`config.mk`:
```
export PLATFORM = sky130hd
export DESIGN_NAME = jk_ff_driver_flat
export DESIGN_NICKNAME = d
export VERILOG_FILES = /design/src/rtl/jk_ff_driver_if.sv /design/src/rtl/jk_ff_driver.sv /design/src/flat_wrapper.sv
export SDC_FILE = /design/constraint.sdc
export NUM_CORES = 1
export LEC_CHECK = 0
export ABC_AREA = 1
export BUFFER_PORTS_ARGS = -buffer_cell sky130_fd_sc_hd__buf_2
export CAP_MARGIN = 20
export CORE_MARGIN = 3
export CORE_UTILIZATION = 54
export CTS_BUF_LIST = sky130_fd_sc_hd__clkbuf_4 sky130_fd_sc_hd__clkbuf_8 sky130_fd_sc_hd__clkbuf_16
export CTS_CLUSTER_SIZE = 20
export DETAILED_ROUTE_END_ITERATION = 16
export GPL_TIMING_DRIVEN = 0
export HOLD_SLACK_MARGIN = 0.03
export PLACE_DENSITY = 0.84
export SKIP_CTS_REPAIR_TIMING = 1
export SLEW_MARGIN = 20
export SYNTH_ARGS = -nofsm -noshare
export SYNTH_HDL_FRONTEND = slang
export SYNTH_SLANG_ARGS = --single-unit
```
`constraint.sdc`:
```
create_clock -name clk -period 1.8 [get_ports clk]
set_clock_uncertainty 0.15 [all_clocks]
set_input_delay 0.18 -clock clk [delete_from_list [all_inputs] [get_ports clk]]
set_output_delay 0.18 -clock clk [all_outputs]
set_load 0.02 [all_outputs]
```
`src/rtl/jk_ff_driver_if.sv`:
```
// rtl/jk_ff_driver_if.sv - target-bit stream between a sequencer and jk_ff_driver
interface jk_ff_driver_if;
  logic d_in;
  logic d_valid;
  logic d_ready;

  // Sequencer side: offers target bits
  modport master (output d_in, output d_valid, input d_ready);
  // Driver side: accepts target bits
  modport slave (input d_in, input d_valid, output d_ready);
endinterface

```
`src/rtl/jk_ff_driver.sv`:
```
// rtl/jk_ff_driver.sv - JK flip-flop stimulus driver with excitation, pulse timing and readback check
module jk_ff_driver #(
  parameter int SETUP_W   = 2,
  parameter int PULSE_W   = 2,
  parameter bit TOGGLE_EN = 1'b0,
  parameter int CNT_W     = 8
) (
  input  logic             clk,
  input  logic             rst,
  jk_ff_driver_if.slave    din,
  input  logic             qn,
  input  logic             qnf,
  output logic             j,
  output logic             k,
  output logic             fclk,
  output logic             done,
  output logic             err,
  output logic [CNT_W-1:0] err_cnt,
  output logic             cur_q
);

  localparam int MAX_W = (SETUP_W > PULSE_W) ? SETUP_W : PULSE_W;
  localparam int CW    = $clog2(MAX_W + 1);

  typedef enum logic [2:0] {
    INIT_SETUP,
    SETUP,
    PULSE,
    HOLD,
    CHECK,
    IDLE
  } state_t;

  state_t           state, state_n;
  logic [CW-1:0]    cnt, cnt_n;
  logic             tgt, tgt_n;
  logic             rdy, rdy_n;
  logic             j_n, k_n, fclk_n, done_n;
  logic             err_n, cur_q_n;
  logic [CNT_W-1:0] err_cnt_n;
  logic             mismatch;

  assign din.d_ready = rdy;

  // State and all outputs are registered so FCLK, J and K never glitch
  always_ff @(posedge clk) begin
    if (rst) begin
      state   <= INIT_SETUP;
      cnt     <= '0;
      tgt     <= 1'b0;
      rdy     <= 1'b0;
      j       <= 1'b0;
      k       <= 1'b0;
      fclk    <= 1'b0;
      done    <= 1'b0;
      err     <= 1'b0;
      err_cnt <= '0;
      cur_q   <= 1'b0;
    end else begin
      state   <= state_n;
      cnt     <= cnt_n;
      tgt     <= tgt_n;
      rdy     <= rdy_n;
      j       <= j_n;
      k       <= k_n;
      fclk    <= fclk_n;
      done    <= done_n;
      err     <= err_n;
      err_cnt <= err_cnt_n;
      cur_q   <= cur_q_n;
    end
  end

  // Next-state, excitation, pulse timing and readback check
  always_comb begin
    state_n   = state;
    cnt_n     = cnt;
    tgt_n     = tgt;
    rdy_n     = 1'b0;
    j_n       = j;
    k_n       = k;
    fclk_n    = 1'b0;
    done_n    = 1'b0;
    err_n     = err;
    err_cnt_n = err_cnt;
    cur_q_n   = cur_q;
    mismatch  = (qn != tgt) || (qnf == qn);

    case (state)
      // Reset leaves cnt at 0, so the first cycle out of reset (J=K=0)
      // is spent loading the clear excitation; K then has a full
      // SETUP_W cycles of setup before FCLK rises.
      INIT_SETUP: begin
        tgt_n = 1'b0;
        j_n   = 1'b0;
        k_n   = 1'b1;
        if (cnt == CW'(SETUP_W)) begin
          state_n = PULSE;
          cnt_n   = CW'(1);
          fclk_n  = 1'b1;
        end else begin
          cnt_n = cnt + 1'b1;
        end
      end

      SETUP: begin
        if (cnt == CW'(SETUP_W)) begin
          state_n = PULSE;
          cnt_n   = CW'(1);
          fclk_n  = 1'b1;
        end else begin
          cnt_n = cnt + 1'b1;
        end
      end

      PULSE: begin
        if (cnt == CW'(PULSE_W)) begin
          state_n = HOLD;
        end else begin
          cnt_n  = cnt + 1'b1;
          fclk_n = 1'b1;
        end
      end

      HOLD: begin
        state_n = CHECK;
        done_n  = 1'b1;
      end

      // Resync the model to the real flop whether or not it matched
      CHECK: begin
        if (mismatch) begin
          err_n = 1'b1;
          if (err_cnt != {CNT_W{1'b1}}) begin
            err_cnt_n = err_cnt + 1'b1;
          end
        end
        cur_q_n = qn;
        j_n     = 1'b0;
        k_n     = 1'b0;
        rdy_n   = 1'b1;
        state_n = IDLE;
      end

      IDLE: begin
        if (din.d_valid && rdy) begin
          tgt_n   = din.d_in;
          state_n = SETUP;
          cnt_n   = CW'(1);
          if (cur_q == din.d_in) begin
            j_n = 1'b0;
            k_n = 1'b0;
          end else if (TOGGLE_EN) begin
            j_n = 1'b1;
            k_n = 1'b1;
          end else begin
            j_n = din.d_in;
            k_n = ~din.d_in;
          end
        end else begin
          rdy_n = 1'b1;
        end
      end

      default: begin
        state_n = INIT_SETUP;
        cnt_n   = '0;
      end
    endcase
  end

endmodule
```
`src/flat_wrapper.sv`:
```
// flat-port wrapper written by rule: the top's interface ports become plain ports
module jk_ff_driver_flat 
#(
  parameter int SETUP_W   = 2,
  parameter int PULSE_W   = 2,
  parameter bit TOGGLE_EN = 1'b0,
  parameter int CNT_W     = 8
)
  (clk, rst, qn, qnf, j, k, fclk, done, err, err_cnt, cur_q, din_d_in, din_d_valid, din_d_ready);
  jk_ff_driver_if din_i ();
  input  logic clk;
  input  logic rst;
  input  logic qn;
  input  logic qnf;
  output logic j;
  output logic k;
  output logic fclk;
  output logic done;
  output logic err;
  output logic [CNT_W-1:0] err_cnt;
  output logic cur_q;
  input wire logic [$bits(din_i.d_in)-1:0] din_d_in;
  input wire logic [$bits(din_i.d_valid)-1:0] din_d_valid;
  output wire logic [$bits(din_i.d_ready)-1:0] din_d_ready;
  assign din_i.d_in = din_d_in;
  assign din_i.d_valid = din_d_valid;
  assign din_d_ready = din_i.d_ready;
  jk_ff_driver #(.SETUP_W(SETUP_W), .PULSE_W(PULSE_W), .TOGGLE_EN(TOGGLE_EN), .CNT_W(CNT_W)) u_core (.clk(clk), .rst(rst), .din(din_i), .qn(qn), .qnf(qnf), .j(j), .k(k), .fclk(fclk), .done(done), .err(err), .err_cnt(err_cnt), .cur_q(cur_q));
endmodule
```
After elaboration in Yosys (flattened, before gate mapping)
Index checks and enable logic that the tools add are counted.

operators by class
  add/subtract/negate cells = 2
  equality and inequality tests = 14
  multiplexer cells = 22
  bitwise operators = 2
  reduce and logical (&&, ||, !) cells = 16

operators by type and width
  operator             number
  $pmux 3 s5           1
  $mux 1               9
  $mux 3               3
  $reduce_and 3->1     3
  $add 8x1->8 const B  1
  $ne 8x8->1 const B   1
  $pmux 1 s2           4
  $pmux 2 s4           1
  $reduce_and 2->1     4
  $eq 3x2->1 const B   2
  $eq 3x3->1 const B   2
  $mux 2               3
  $ne 2x1->1 const B   3
  $reduce_or 2->1      3
  $reduce_bool 2->1    2
  $eq 3x1->1 const B   1
  $logic_not 3->1      1
  $pmux 1 s3           1
  $reduce_bool 3->1    1
  $add 2x1->2 const B  1
  $eq 1x1->1           2
  $eq 2x2->1 const B   1
  $ne 2x2->1 const B   1
  $not 1->1            2
  other kinds (3)      3

word-level totals
  register bits after elaboration = 21
  output and inout port bits = 15
  word-level logic and storage cells = 67

Depth between registers and ports, before layout
Gate-level depths: netlist of run 1.

  depth in word-level cells = 4
  gate-level depth with buffers = 8
  gate-level depth less buffers = 8

Worst setup path before layout of run 1
Ideal clock, no wire load.

  path kind = flip-flop to flip-flop
  start = reg u_core.err_cnt[0]
  end = reg u_core.err_cnt[0]
  library setup time = 116 ps
  arrival time = 1293 ps
  data required time = 1534 ps
  slack = 241 ps
  cell stages (with the launch flop) = 9
  clock period less this slack = 1559 ps
  cells stage by stage = dfxtp_1 > ha_1 > nand2_1 > nor2_1 > nand2_2 > nand2_2 > nor2_4 > nor2_1 > nor2_1

between the ends
  word-level cells in the longest chain between the ends = 2
  elaborated cells on any way between the ends = 3

RTL lines
  element                                                              RTL line            text
  start, declared                                                      jk_ff_driver.sv:18  output logic [CNT_W-1:0] err_cnt,
  start signal, assigned                                               jk_ff_driver.sv:69  err_cnt <= err_cnt_n;
  parallel branches: the longest is 2 deep, another holds $add 8x1->8  n/a

Parallel ways; which one is timed is not known.
A chain may end at the register's enable or synchronous reset.

Worst setup path after layout of run 1
  start = reg u_core.err_cnt[1]
  end = reg u_core.err_cnt[6]

Same word-level chain as after synthesis.

==> flow_summary_export.csv, run 1 <==
group,metric,value,unit
outcome,status,"finished clean",
floorplan,die_x,52.6,um
finish,regMostFlops,"u_core.err_cnt",
clocking,cts_made_buffers,3,
pwr,ir_worst_vdd,0.000546,V
placed_design,io_buffers,19,
yosys,avgSynthCellArea,6.47,um^2
worst_hold_path,min_path_cells,4,
clocking,path_clk_slew,0.12,ns
critical_path,r2r.worst_path.cells,7,
finish,final_nets,214,
floorplan,ios,21,
detailed_routing,ant_nets,0,
global_route,grtUsageTotal,21.1,%
yosys,synth-seq-cells,21,
yosys,synthCells,181,
critical_path,worstSetupEndpointType,"flip-flop",
global_route,grt_pass1_vias,1094,
finish,largest_register_ff_count,8,
critical_path,required,1.89,ns
critical_path,start_kind,"flip-flop",
sta,hold_violations,0,
finish,drive_gt1_share,17.2,%
yosys,synthesis.area,1170,um^2
clocking,clk_latency,0.31,ns
yosys,synth_simple_gate_area_share,38.6,%
global_route,grt_max_degree,13,
yosys,muxShareOfSynthArea,0,%
critical_path,cp_max_fo,8,
sta,max_slew_margin,71.7,%
critical_path,r2r_start,"u_core.err_cnt[1]",
flow_run,cap_viol_max_count,0,
placed_design,gp_congestion,0.872,
detailed_routing,drcViolationCount,0,
sta,fin_crit_sh,87.4,%
yosys,synth_compound_area_share,11.8,%
yosys,yosysWarnings,0,
detailed_routing,via_per_inst,5.16,
floorplan,die_h,52.6,um
floorplan,floorplan.initialDensity,58.5,%
critical_path,regToRegSetupSlack,0.23,ns
global_route,grt_pass1_wl,4380,um
yosys,synth_top_family_by_area,"simple AND/OR/NAND/NOR gates",
critical_path,arrival,1.66,ns
detailed_routing,vias,1193,
yosys,ys_types,21,
worst_hold_path,hold_start,"din_d_in",
pwr,leakage,0.645,nW
detailed_routing,routedWlPerCell,10.8,um
clocking,cts_tree,"yes",
worst_hold_path,min_to,"u_core.k",
sta,tightestPinTransition,0.425,ns
clocking,cts_sinks,21,
floorplan,fp-row-count,16,
sta,max_clock_freq,636,MHz
yosys,synthAdderAreaFrac,3.21,%
critical_path,critical_path_class,"reg2reg",
sta,grt_setup_unrepaired,"false",
floorplan,core_area,2000,um^2
sta,post-route-min-period,1.57,ns
detailed_routing,firstDrtPassIters,4,
yosys,synth-xor-area-share,0.748,%
global_route,gr-total-overflow,0,
worst_hold_path,hp-class,"in2reg",
sta,setup_viol,0,
sta,drv_slew,0,
finish,antenna_cells,0,
sta,final.setup.tns,0,ns
clocking,ctsLongestPathBuffers,2,
global_route,antenna_found_initial,0,
finish,syn2layout_area_growth,13.5,%
critical_path,worstReg2RegEnd,"u_core.err_cnt[6]",
floorplan,die_area,2760,um^2
detailed_routing,drt_iter0_drc,34,
clocking,htreeDepth,1,
pwr,p_per_area,855,nW/um^2
clocking,cts-root-buf,"clkbuf_4",
yosys,synth_nets,190,
sta,holdWs,0.0592,ns
yosys,synth_seq_area_share,35.9,%
detailed_routing,wl,2500,um
placed_design,dp_hpwl,1970,um
finish,reg.largest.list,"u_core.err_cnt (8), u_core.state (3), u_core.cnt (2)",
[Yosys cell counts (all sizes together)]
cell | number | share of area (%)
a31oi | 1 | 0.53
nand3b | 3 | 1.9
o22ai | 1 | 0.53
xor2 | 1 | 0.75
dfxtp | 21 | 36
inv | 23 | 7.4
buf | 2 | 1.4
a21oi | 18 | 7.7
ha | 3 | 3.2
nand2 | 57 | 19
o21ai | 7 | 3.0
clkbuf | 2 | 0.64
nand4 | 1 | 0.53
nor2 | 23 | 8.7
nand3 | 17 | 8.3
clkinv | 1 | 0.43
[per-layer routing]
| layer | track usage, % | vias up | routed length, um |
|---|---|---|---|
| met4 | 9.36 | 0 | 39 |
| met5 | 0 | - | 0 |
| met3 | 3.42 | 6 | 105 |
| li1 | - | 622 | - |
| met1 | 24.0 | 539 | 1100 |
| met2 | 38.0 | 26 | 1250 |
[layout by cell type, fill, tap and decap left out]
cell       n
a21oi_1   18
a31oi_1    1
buf_2     20
buf_6      1
clkbuf_1   2
clkbuf_4   3
clkinv_2   2
dfxtp_1   20
dfxtp_2    1
ha_1       3
inv_1     22
inv_2      1
nand2_1   53
nand2_2    4
nand3_1   16
nand3_4    1
nand3b_1   3
nand4_1    1
nor2_1    21
nor2_4     2
o21ai_0    7
o22ai_1    1
xor2_1     1
[worst max-delay path by stage]
stage,startpoint,to,cells past startpoint
finish,u_core.err_cnt[1],u_core.err_cnt[6],7
global route,u_core.err_cnt[1],u_core.err_cnt[6],7
CTS,u_core.err_cnt[0],u_core.err_cnt[6],7
detailed placement,u_core.err_cnt[0],u_core.err_cnt[6],7
global placement,u_core.err_cnt[0],u_core.err_cnt[6],7
floorplan,u_core.err_cnt[0],u_core.err_cnt[0],8
[critical path, stage by stage, from the launching register on]
cell and delay [ns]:
dfxtp_1 0.39, ha_1 0.21, nand2_1 0.09, nor2_1 0.16
nand2_2 0.13, nand3_4 0.14, nand2_1 0.06, a21oi_1 0.17
[cell families (layout without fill, tap and decap cells)]
logic type	Yosys count	in the layout
AO/OA/AOI/OAI	27	27
buffers and inverters	28	51
XOR/XNOR	1	1
AND/OR/NAND/NOR	101	101
adder cells (fa/ha/maj)	3	3
flip-flops	21	21
[report_power, final]
part / leakage, nW / total, mW / internal, mW / switching, mW
clock: 0.0177 / 0.230 / 0.0830 / 0.147
combinational: 0.457 / 0.365 / 0.140 / 0.225
sequential: 0.171 / 0.541 / 0.514 / 0.0274
[through the flow]
step	cells	setup WS [ns]	total power [mW]	util, %	cell area (um^2)
finish	231	0.227	1.14	66.4	1330
global route	231	0.0301	1.22	66.4	1330
CTS	231	0.172	1.14	66.3	1330
detailed placement	227	0.203	0.919	64.9	1300
global placement	227	0.297	0.900	64.9	1300
floorplan	181	0.241	0.835	-	1170
[layout make-up]
class	count	area [um^2]
Sequential cell	21	422
Multi-Input combinational cell	132	636
Inverter	24	91.3
Clock buffer	3	22.5
Buffer	4	23.8
Clock inverter	1	5.00
Fill cell	193	673
Timing Repair Buffer	19	95.1
Tap cell	27	33.8
Power figures use the tool's default switching activity.
==> run 2: changes to the inputs <==
--- a/config.mk
+++ b/config.mk
@@ -9,13 +9,13 @@
 export BUFFER_PORTS_ARGS = -buffer_cell sky130_fd_sc_hd__buf_2
 export CAP_MARGIN = 20
 export CORE_MARGIN = 3
-export CORE_UTILIZATION = 54
+export CORE_UTILIZATION = 58
 export CTS_BUF_LIST = sky130_fd_sc_hd__clkbuf_4 sky130_fd_sc_hd__clkbuf_8 sky130_fd_sc_hd__clkbuf_16
 export CTS_CLUSTER_SIZE = 20
 export DETAILED_ROUTE_END_ITERATION = 16
 export GPL_TIMING_DRIVEN = 0
 export HOLD_SLACK_MARGIN = 0.03
-export PLACE_DENSITY = 0.84
+export PLACE_DENSITY = 0.88
 export SKIP_CTS_REPAIR_TIMING = 1
 export SLEW_MARGIN = 20
 export SYNTH_ARGS = -nofsm -noshare
==> constraint.sdc (replaced) <==
create_clock -name clk -period 1.89 [get_ports clk]
set_clock_uncertainty 0.15 [all_clocks]
set_input_delay 0.189 -clock clk [delete_from_list [all_inputs] [get_ports clk]]
set_output_delay 0.189 -clock clk [all_outputs]
set_load 0.02 [all_outputs]
==> flow_summary_export.csv, run 2 (synthesized netlist as in run 1, its figures left out) <==
group,metric,value,unit
placed_design,dp.cells,225,
pwr,p_int,718,uW
floorplan,die_area,2590,um^2
critical_path,path_delay_family,"simple AND/OR/NAND/NOR gates",
finish,reg.largest.list,"u_core.err_cnt (8), u_core.state (3), u_core.cnt (2)",
finish,layout_commonest_cell,"nand2_1",
detailed_routing,drt_iter0_drc,26,
critical_path,slowest_stage,"dfxtp_1",
critical_path,crit_top_cell,"nand2_1",
finish,final_cell_mix,"nand2_1 (53), inv_1 (22), nor2_1 (21), dfxtp_1 (21), buf_2 (20)",
pwr,combPwrFrac,31.8,%
sta,post-route-min-period,1.60,ns
clocking,path_clk_slew,0.12,ns
floorplan,die_x,50.9,um
critical_path,worstSetupEndpointType,"flip-flop",
detailed_routing,via_per_inst,5.24,
sta,grt_setup_unrepaired,"false",
sta,hold_violations,0,
critical_path,critical_path_class,"reg2reg",
global_route,gr-total-overflow,0,
placed_design,io_buffers,19,
sta,max_clock_freq,625,MHz
detailed_routing,drcViolationCount,0,
flow_run,cap_viol_max_count,0,
pwr,switching_share,34.9,%
detailed_routing,firstDrtPassIters,4,
clocking,ctsLongestPathBuffers,2,
floorplan,core_area,1820,um^2
clocking,cts_tree,"yes",
floorplan,ios,21,
outcome,status,"finished clean",
clocking,clk_latency,0.30,ns
critical_path,cp_max_fo,8,
floorplan,floorplan.initialDensity,64.3,%
critical_path,timing.critical_path.buf_inv,0,
critical_path,start_kind,"flip-flop",
global_route,antenna_found_initial,0,
global_route,grt_pass1_vias,1064,
pwr,pwr-share-clk,21.1,%
clocking,cts-root-buf,"clkbuf_4",
pwr,p_per_area,830,nW/um^2
sta,max_slew_margin,71.6,%
clocking,cts_made_buffers,3,
finish,antenna_cells,0,
detailed_routing,wl,2580,um
placed_design,gp_congestion,0.864,
critical_path,path_cells,"ha_1, nand2_1, nor2_1, nand2_2, nand3_4, nand2_1, a21oi_1",
critical_path,required,1.98,ns
critical_path,crit_path_max_incr_delay,0.42,ns
finish,final_nets,214,
pwr,leakage,0.645,nW
global_route,grt_max_degree,12,
sta,tightestPinTransition,0.426,ns
detailed_routing,ant_nets,0,
clocking,cts_sinks,21,
critical_path,arrival,1.69,ns
worst_hold_path,hp-class,"in2reg",
floorplan,die_h,50.9,um
global_route,grt_pass1_wl,4440,um
finish,regMostFlops,"u_core.err_cnt",
clocking,htreeDepth,1,
floorplan,fp-row-count,15,
finish,drive_gt1_share,16.7,%
finish,largest_register_ff_count,8,
sta,fin_crit_sh,84.6,%
pwr,power_switching,384,uW
finish,syn2layout_area_growth,13.4,%
pwr,ir_worst_vdd,0.000685,V
detailed_routing,routedWlPerCell,11.3,um
finish,layout.cells.non_filler,229,
global_route,grtUsageTotal,22.2,%
sta,final.setup.tns,0,ns
pwr,power_frac_seq,47.0,%
detailed_routing,vias,1199,
sta,drv_slew,0,
placed_design,dp_hpwl,2000,um
sta,setup_viol,0,
run 2: cell types whose count changed in the layout (fill, tap and decap cells not counted), sizes merged:
cell	change
clkbuf	+1
clkinv	-1
run 2: worst paths after layout:
kind                       end              start  slack, ns  depth (start not counted)
max          u_core.err_cnt[6]  u_core.err_cnt[0]       0.29                          7
min          u_core.err_cnt[4]                rst       0.10                          2
max reg2reg  u_core.err_cnt[6]  u_core.err_cnt[0]       0.29                          7
min reg2reg       u_core.cur_q       u_core.cur_q       0.35                          2
run 2: per-layer routing:
layer	share of wire, %	track usage, %	vias up
met5	0	0	-
met4	1.2	8.52	0
met3	5.4	3.50	4
met2	47	38.2	38
met1	46	27.6	537
li1	-	-	620
run 2: stage by stage:
step	power, mW	util (%)	setup slack [ns]	hold WS [ns]	instance area (um^2)
after floorplan	0.795	-	0.331	0.230	1170
final	1.10	72.9	0.291	0.100	1330
after CTS	1.10	72.9	0.283	0.0957	1330
after detailed placement	0.876	71.3	0.311	0.327	1300
after global placement	0.854	71.3	0.375	0.306	1300
after global routing	1.18	72.9	0.0760	0.103	1330
run 2: area by class of cell:
type | count | area (um^2)
Buffer | 4 | 23.8
Tap cell | 25 | 31.3
Clock buffer | 4 | 30.0
Timing Repair Buffer | 19 | 95.1
Fill cell | 158 | 493
Sequential cell | 21 | 420
Inverter | 24 | 91.3
Multi-Input combinational cell | 132 | 636
run 2: power groups by stage:
stage	sequential (mW)	combinational, mW	clock (mW)
after global placement	0.524	0.330	0
final	0.518	0.351	0.233
after global routing	0.525	0.396	0.262
after detailed placement	0.528	0.349	0
after floorplan	0.545	0.250	0
after CTS	0.518	0.349	0.236
